### config.mk
export PLATFORM = sky130hd
export DESIGN_NAME = alu_pipe
export DESIGN_NICKNAME = d
export VERILOG_FILES = /design/src/rtl/alu_pipe.sv
export SDC_FILE = /design/constraint.sdc
export NUM_CORES = 1
export LEC_CHECK = 0
export BUFFER_PORTS_ARGS = -buffer_cell sky130_fd_sc_hd__buf_2
export CAP_MARGIN = 30
export CORE_MARGIN = 1.5
export CORE_UTILIZATION = 45
export CTS_CLUSTER_DIAMETER = 150
export DETAILED_ROUTE_END_ITERATION = 10
export PLACE_DENSITY_LB_ADDON = 0.1
export SLEW_MARGIN = 0
export SYNTH_ARGS = -nofsm -noshare
export SYNTH_HDL_FRONTEND = slang
export SYNTH_SLANG_ARGS = --single-unit
### constraint.sdc
create_clock -name clk -period 2 [get_ports clk]
set_input_delay 0.3 -clock clk [delete_from_list [all_inputs] [get_ports clk]]
set_output_delay 0.3 -clock clk [all_outputs]
set_load 0.01 [all_outputs]
### src/rtl/alu_pipe.sv
`timescale 1ns/1ps
`default_nettype none
// ============================================================================
// Module   : alu_pipe
// Purpose  : Pipelined WIDTH-bit, 8-function ALU with LC-3b condition codes
//            and signed-add overflow. Valid/ready handshake on both sides,
//            collapsing bubbles, synchronous flush for branch redirect.
// Revision : 1.0 - initial release
// ============================================================================
module alu_pipe #(
    parameter int WIDTH  = 16,
    parameter int STAGES = 2
) (
    input  logic             clk,
    input  logic             rst,
    input  logic             flush,
    input  logic             in_valid,
    output logic             in_ready,
    input  logic [WIDTH-1:0] in_a,
    input  logic [WIDTH-1:0] in_b,
    input  logic [2:0]       in_op,
    output logic             out_valid,
    input  logic             out_ready,
    output logic [WIDTH-1:0] out_res,
    output logic [2:0]       out_nzp,
    output logic             out_ovf
);

    localparam int SHW  = $clog2(WIDTH);
    localparam int LAST = STAGES - 1;
    localparam int MSB  = WIDTH - 1;

    localparam logic [2:0] OP_ADD   = 3'b000;
    localparam logic [2:0] OP_AND   = 3'b001;
    localparam logic [2:0] OP_XOR   = 3'b010;
    localparam logic [2:0] OP_PASSA = 3'b011;
    localparam logic [2:0] OP_LSHF  = 3'b100;
    localparam logic [2:0] OP_RSHFL = 3'b101;
    localparam logic [2:0] OP_RSHFA = 3'b110;
    localparam logic [2:0] OP_PASSB = 3'b111;

    // Stage registers: valid bit plus result, condition codes and overflow
    logic [STAGES-1:0] vld_q, vld_d;
    logic [WIDTH-1:0]  res_q [STAGES];
    logic [WIDTH-1:0]  res_d [STAGES];
    logic [2:0]        nzp_q [STAGES];
    logic [2:0]        nzp_d [STAGES];
    logic [STAGES-1:0] ovf_q, ovf_d;

    // Combinational compute on the offered operands
    logic [WIDTH-1:0]  res_w;
    logic [2:0]        nzp_w;
    logic              ovf_w;
    logic [SHW-1:0]    shamt_w;

    // Per-stage "can load this cycle" and the value each stage would load
    logic [STAGES-1:0] space_w;
    logic [STAGES-1:0] chain_vld_w;
    logic [WIDTH-1:0]  chain_res_w [STAGES];
    logic [2:0]        chain_nzp_w [STAGES];
    logic [STAGES-1:0] chain_ovf_w;
    logic              accept_w;

    assign shamt_w = in_b[SHW-1:0];

    // ALU function, condition codes and ADD overflow from the input operands
    always_comb begin
        res_w = '0;
        case (in_op)
            OP_ADD:   res_w = in_a + in_b;
            OP_AND:   res_w = in_a & in_b;
            OP_XOR:   res_w = in_a ^ in_b;
            OP_PASSA: res_w = in_a;
            OP_LSHF:  res_w = in_a << shamt_w;
            OP_RSHFL: res_w = in_a >> shamt_w;
            OP_RSHFA: res_w = $signed(in_a) >>> shamt_w;
            OP_PASSB: res_w = in_b;
            default:  res_w = '0;
        endcase
        nzp_w[2] = res_w[MSB];
        nzp_w[1] = (res_w == '0);
        nzp_w[0] = !res_w[MSB] && (res_w != '0);
        ovf_w    = (in_op == OP_ADD) && (in_a[MSB] == in_b[MSB])
                   && (res_w[MSB] != in_a[MSB]);
    end

    // Room propagates backwards: a stage can load if empty or if it drains
    always_comb begin
        logic room;
        space_w = '0;
        room    = !vld_q[LAST] || out_ready;
        space_w[LAST] = room;
        for (int i = LAST - 1; i >= 0; i--) begin
            room       = !vld_q[i] || room;
            space_w[i] = room;
        end
    end

    assign in_ready = !flush && space_w[0];
    assign accept_w = in_valid && in_ready;

    // Source of each stage: the ALU for stage 0, the previous stage otherwise
    always_comb begin
        chain_vld_w    = '0;
        chain_ovf_w    = '0;
        chain_vld_w[0] = accept_w;
        chain_res_w[0] = res_w;
        chain_nzp_w[0] = nzp_w;
        chain_ovf_w[0] = ovf_w;
        for (int i = 1; i < STAGES; i++) begin
            chain_vld_w[i] = vld_q[i-1];
            chain_res_w[i] = res_q[i-1];
            chain_nzp_w[i] = nzp_q[i-1];
            chain_ovf_w[i] = ovf_q[i-1];
        end
    end

    // Next state: load where there is room; data moves only with a valid op
    always_comb begin
        vld_d = vld_q;
        res_d = res_q;
        nzp_d = nzp_q;
        ovf_d = ovf_q;
        for (int i = 0; i < STAGES; i++) begin
            if (space_w[i]) begin
                vld_d[i] = chain_vld_w[i];
                if (chain_vld_w[i]) begin
                    res_d[i] = chain_res_w[i];
                    nzp_d[i] = chain_nzp_w[i];
                    ovf_d[i] = chain_ovf_w[i];
                end
            end
        end
        if (flush) begin
            vld_d = '0;
        end
    end

    // Stage registers with asynchronous clear
    always_ff @(posedge clk or posedge rst) begin
        if (rst) begin
            vld_q <= '0;
            ovf_q <= '0;
            for (int i = 0; i < STAGES; i++) begin
                res_q[i] <= '0;
                nzp_q[i] <= '0;
            end
        end else begin
            vld_q <= vld_d;
            ovf_q <= ovf_d;
            res_q <= res_d;
            nzp_q <= nzp_d;
        end
    end

    assign out_valid = vld_q[LAST];
    assign out_res   = res_q[LAST];
    assign out_nzp   = nzp_q[LAST];
    assign out_ovf   = ovf_q[LAST];

endmodule
`default_nettype wire

; ---- After elaboration in Yosys (flattened, before gate mapping)
; Index checks and enable logic that the tools add are counted.
[word_totals]
regBits = 42
in_bits = 40
output_inout_bits = 22
elab_cells = 45
[classes]
add_sub_neg = 1
n_eq_ne = 9
shift = 3
muxes = 4
bitwise = 2
reduce_logical = 18
[ops]
columns = op, n
row1 = $pmux W16 S8, 1
row2 = $add A16 B16 Y16, 1
row3 = $and A16 B16 Y16, 1
row4 = $logic_not A16 Y1, 1
row5 = $reduce_bool A16 Y1, 1
row6 = $shl A16 B4 Y16, 1
row7 = $shr A16 B4 Y16, 1
row8 = $sshr A16 B4 Y16, 1
row9 = $xor A16 B16 Y16, 1
row10 = $eq A3 B3 Y1 const B, 4
row11 = $eq A3 B2 Y1 const B, 2
row12 = $logic_and A1 B1 Y1, 5
row13 = $logic_not A1 Y1, 4
row14 = $reduce_and A2 Y1, 2
row15 = $reduce_bool A2 Y1, 2
row16 = $eq A3 B1 Y1 const B, 1
row17 = $logic_not A3 Y1, 1
row18 = $logic_or A1 B1 Y1, 2
row19 = $mux W1, 2
row20 = $mux W2, 1
row21 = $eq A1 B1 Y1, 1
row22 = $ne A1 B1 Y1, 1

; ---- Depth between registers and ports, before layout
[depth]
ltp_word = 7
ltp_mapped = 13

; ---- Worst setup path before layout
; No wires, ideal clock.
[synth_timing]
path_kind = input port to flip-flop
from = input port in_a[0]
to = register nzp_q (netlist bit chain_nzp_w[0])
setup_ns = 0.149
t_arrival_ns = 2.655
required_time_ns = 1.851
setup_slack_ns = -0.804
cell_stages = 10
path_buffers = 0
path_cell_list = ha_1 -> fa_1 -> a21o_1 -> a21oi_1 -> mux2i_1 -> o2111ai_1 -> or3_1 -> or4_1 -> nor4_2 -> a32oi_1
[synth_between]
elab_chain_len = 4
[synth_rtl]
columns = element, line_no
row1 = start: declaration, 19  ; input logic [WIDTH-1:0] in_a,
row2 = "$add A16 B16 Y16, or another cell as far along", 70  ; OP_ADD: res_w = in_a + in_b;
row3 = $pmux W16 S8 (*), 69  ; case (in_op)
row4 = $reduce_bool A16 Y1 or $logic_not A1 Y1 (tied branches), 82  ; nzp_w[0] = !res_w[MSB] && (res_w != '0);
row5 = $logic_and A1 B1 Y1 (*), 82
row6 = end signal: assignment, 152  ; nzp_q <= nzp_d;
row7 = end: declaration, 46  ; logic [2:0] nzp_q [STAGES];
; Mark *: on every way between the ends. The rest lies on a longest branch, timed or not.
; A chain may end at the register's enable or synchronous reset.

; ---- Final worst setup path
[layout_timing]
from = input port in_b[0]
to = register nzp_q (netlist bit chain_nzp_w[1])
[layout_between]
elab_chain_len = 3
[layout_rtl]
columns = element, line_no
row1 = start: declaration, 20  ; input logic [WIDTH-1:0] in_b,
row2 = "$add A16 B16 Y16, or another cell as far along", 70
row3 = $pmux W16 S8 (*), 69
row4 = $logic_not A16 Y1 (*), 81  ; nzp_w[1] = (res_w == '0);
; Marks and branches as above.

==> impl_metrics.json <==
{
  "tns_ps": -4130,
  "cp-startpoint": "in_b[0]",
  "cp.required_ps": 2240,
  "final_core_util_pct": 68.6,
  "maxSlewViolCount": 0,
  "initial_core_util_pct": 45.8,
  "slew-limit-headroom_pct": 63.4,
  "nets": 844,
  "synthFlopType": "dfrtp_1",
  "worst-path-max-fanout": 6,
  "wire_per_inst_um": 20.5,
  "clkTransAtPathRegs_ps": 70,
  "grt-ovfl-total": 0,
  "synth.net_count": 618,
  "reg2reg_to": "chain_nzp_w[1]$_DFFE_PP0P_",
  "hold_buffers": 0,
  "rr_startpoint": "vld_q[1]$_DFFE_PP0P_",
  "layout-drive-gt1-share_pct": 51.0,
  "tightest_slew_ps": 544,
  "rsz0062_at_grt": "true",
  "yosysTopAreaCell": "dfrtp_1",
  "critPathArrivalTime_ps": 2930,
  "tritoncts": "done",
  "grt_pass1_wl_mm": 29.8,
  "cts-root-buf": "clkbuf_8",
  "hold_class": "in -> async",
  "synth_xor_area_share_pct": 1.59,
  "max_cap_viol_count": 0,
  "cp-endpoint": "chain_nzp_w[1]$_DFFE_PP0P_",
  "critPathLaunchType": "primary input",
  "clock_sinks": 40,
  "synth-edff-count": 0,
  "area_growth_pct": 49.7,
  "min_period_ps": 2690,
  "powerDensity_nw_per_um2": 487,
  "grt_pass1_vias": 5599,
  "placedCellCount": 913,
  "yosys_warnings": 0,
  "finalHoldViolCount": 0,
  "boundaryPins": 62,
  "avgViaCountPerCell": 6.08,
  "diodes": 0,
  "chipHeight_um": 108,
  "reg2reg_depth": 8,
  "synth_mux_area_share_pct": 26.4,
  "synth_fa_ha_area_share_pct": 4.96,
  "dr.first_iter.drc_count": 363,
  "synthSimpleGateAreaFrac_pct": 20.7,
  "track_usage_pct": 33.7,
  "clock.fmax_mhz": 372,
  "yosysSeqAreaShare_pct": 20.2,
  "ys_top_cells_by_area": "dfrtp_1 (20%), mux4_2 (10%), mux2_2 (6.8%)",
  "syn_area_sq_um": 4940,
  "synth_top_cell_area_share_pct": 20.2,
  "rows": 38,
  "critPathCaptureType": "register",
  "grt_max_degree": 41,
  "num_vias": 5628,
  "routed_wl_mm": 19.0,
  "drtPass1Iterations": 5,
  "clock_latency_ps": 300,
  "die_w_um": 108,
  "leakage_uw": 0.00342,
  "ys_types": 79,
  "cts_buffers": 5,
  "place_congestion": 0.987,
  "clock_path_buffers": 2,
  "drc": 0,
  "skew_ps": 4.32,
  "violations": "negative setup slack",
  "status": "complete, but fails checks",
  "fin_crit_sh_pct": 134,
  "synth-compound-area-share_pct": 19.7,
  "die-area_sq_um": 11600,
  "port_buffers": 61,
  "path_class": "in -> reg",
  "ant_nets": 0,
  "synth_top_family_by_area": "multiplexers",
  "coreArea_sq_um": 10800,
  "antenna_found_initial": 0,
  "avgSynthCellArea_sq_um": 8.85,
  "syn_inst": 559,
  "setup_violations": 10,
  "dpl.hpwl_mm": 15.2,
  "synth_seq_cells": 40,
  "ff2ff_setup_slack_ps": -340,
  "setup_ws_ps": -687,
  "instances_no_fill": 926,
  "cts.htree.levels": 2,
  "async_reset_ff_share_pct": 100,
  "peakVddDrop_mv": 0.826
}
==> flip-flops by register name, indices dropped and copies added, names as in the netlist <==
name,cells
vld_q,2
chain_res_w,16
out_nzp,2
out_res,16
ovf_q,2
chain_nzp_w,2
==> power by group <==
group | leakage, uW | total (uW) | switching, uW | internal, uW
Combinational | 0.00285 | 1920 | 930 | 994
Sequential | 0.000509 | 1040 | 75.4 | 966
Clock | 0.0000552 | 644 | 274 | 370
==> through the flow <==
step	total power (uW)	instance area [sq um]	setup WS (ps)	hold WS [ps]
3_5_place_dp	2810	6810	-1630	434
6_report	3610	7400	-687	98.2
4_1_cts	3550	7230	-651	112
3_3_place_gp	2760	6810	-1640	429
2_1_floorplan	2010	5070	-711	366
5_1_grt	3840	7400	-788	132
==> final cells by class <==
cell class | count | area (sq um)
Multi-Input combinational cell | 451 | 4010
Fill cell | 902 | 3390
Timing Repair Buffer | 274 | 2060
Sequential cell | 40 | 1000
Tap cell | 140 | 175
Clock buffer | 6 | 72.6
Inverter | 13 | 52.6
Clock inverter | 2 | 35.0
==> critical path, cell delays in order <==
cell and delay, ps:
buf_12 120, buf_8 120, ha_4 160, fa_2 350
buf_4 150, xnor2_2 190, a21oi_1 100, a32oi_1 230
o2bb2ai_2 120, nand4bb_1 190, or4_4 510, nor4_4 180
a41o_1 200
==> Yosys cell counts, drive strengths merged (6+ instances only) <==
cell type  number
a221oi          8
nand2b          8
xnor2           6
mux4           32
buf            18
nor2b          10
nor2           32
nand4           7
inv            12
nand2          70
nand3          13
o21ai          27
mux2i          21
a21o            9
a22oi           7
and2            7
a211oi          6
or3             6
dfrtp          40
nor4            8
ha             18
nor3           12
a21oi          24
mux2           30
clkbuf         37
==> worst min path at each step <==
stage,to,slack [ps],cells past startpoint
global placement,vld_q[1]$_DFFE_PP0P_,430,3
detailed placement,out_res[3]$_DFFE_PP0P_,430,3
finish,chain_res_w[0]$_DFFE_PP0P_,100,3
CTS,vld_q[1]$_DFFE_PP0P_,110,3
floorplan,vld_q[0]$_DFFE_PP0P_,370,1
global route,out_res[3]$_DFFE_PP0P_,130,3
==> cells in the final DEF, fill, tap and decap left out, types with 4 or more instances in the layout <==
| cell type | instances |
|---|---|
| a21o_1 | 9 |
| a21oi_1 | 18 |
| a21oi_2 | 6 |
| a221oi_2 | 5 |
| a22oi_1 | 6 |
| a31oi_1 | 4 |
| a32oi_1 | 4 |
| and2_1 | 7 |
| and3_1 | 4 |
| buf_12 | 5 |
| buf_2 | 55 |
| buf_4 | 200 |
| buf_6 | 9 |
| clkbuf_8 | 5 |
| dfrtp_1 | 40 |
| ha_1 | 12 |
| inv_1 | 10 |
| mux2_2 | 30 |
| mux2i_1 | 20 |
| mux4_1 | 6 |
| mux4_2 | 26 |
| nand2_1 | 69 |
| nand2b_1 | 8 |
| nand3_1 | 13 |
| nand3b_1 | 4 |
| nand4_1 | 7 |
| nor2_1 | 30 |
| nor2b_1 | 9 |
| nor3_1 | 10 |
| nor4_1 | 4 |
| o21a_1 | 5 |
| o21ai_0 | 19 |
| o21ai_1 | 6 |
| or3_1 | 5 |
| xnor2_1 | 5 |
==> logic make-up after synthesis <==
| kind of cell | count (synthesis) |
|---|---|
| buffers and inverters | 68 |
| DFF | 40 |
| and+or+nand+nor | 201 |
| muxes | 83 |
| AOI/OAI and AO/OA | 139 |
| adders and majority gates | 19 |
| xor gates and xnor gates | 9 |
==> metal layers <==
metal  up-vias  global-route usage, %  share of wire (%)
li1       2595                      -                  -
met1      2791                   43.3                 43
met2       200                   57.5                 48
met3        42                   4.18                4.9
met4         0                   13.6                3.4
met5         -                      0                  0
==> what timing repair did <==
action / 4_1_cts / 5_1_grt
gates resized for setup: 53 / 47
gates cloned: 1 / 0
buffers inserted: 9 / 5
setup endpoints to repair: 18 / 17
pin swaps: 18 / 17
(Power assumes the default switching activity.)
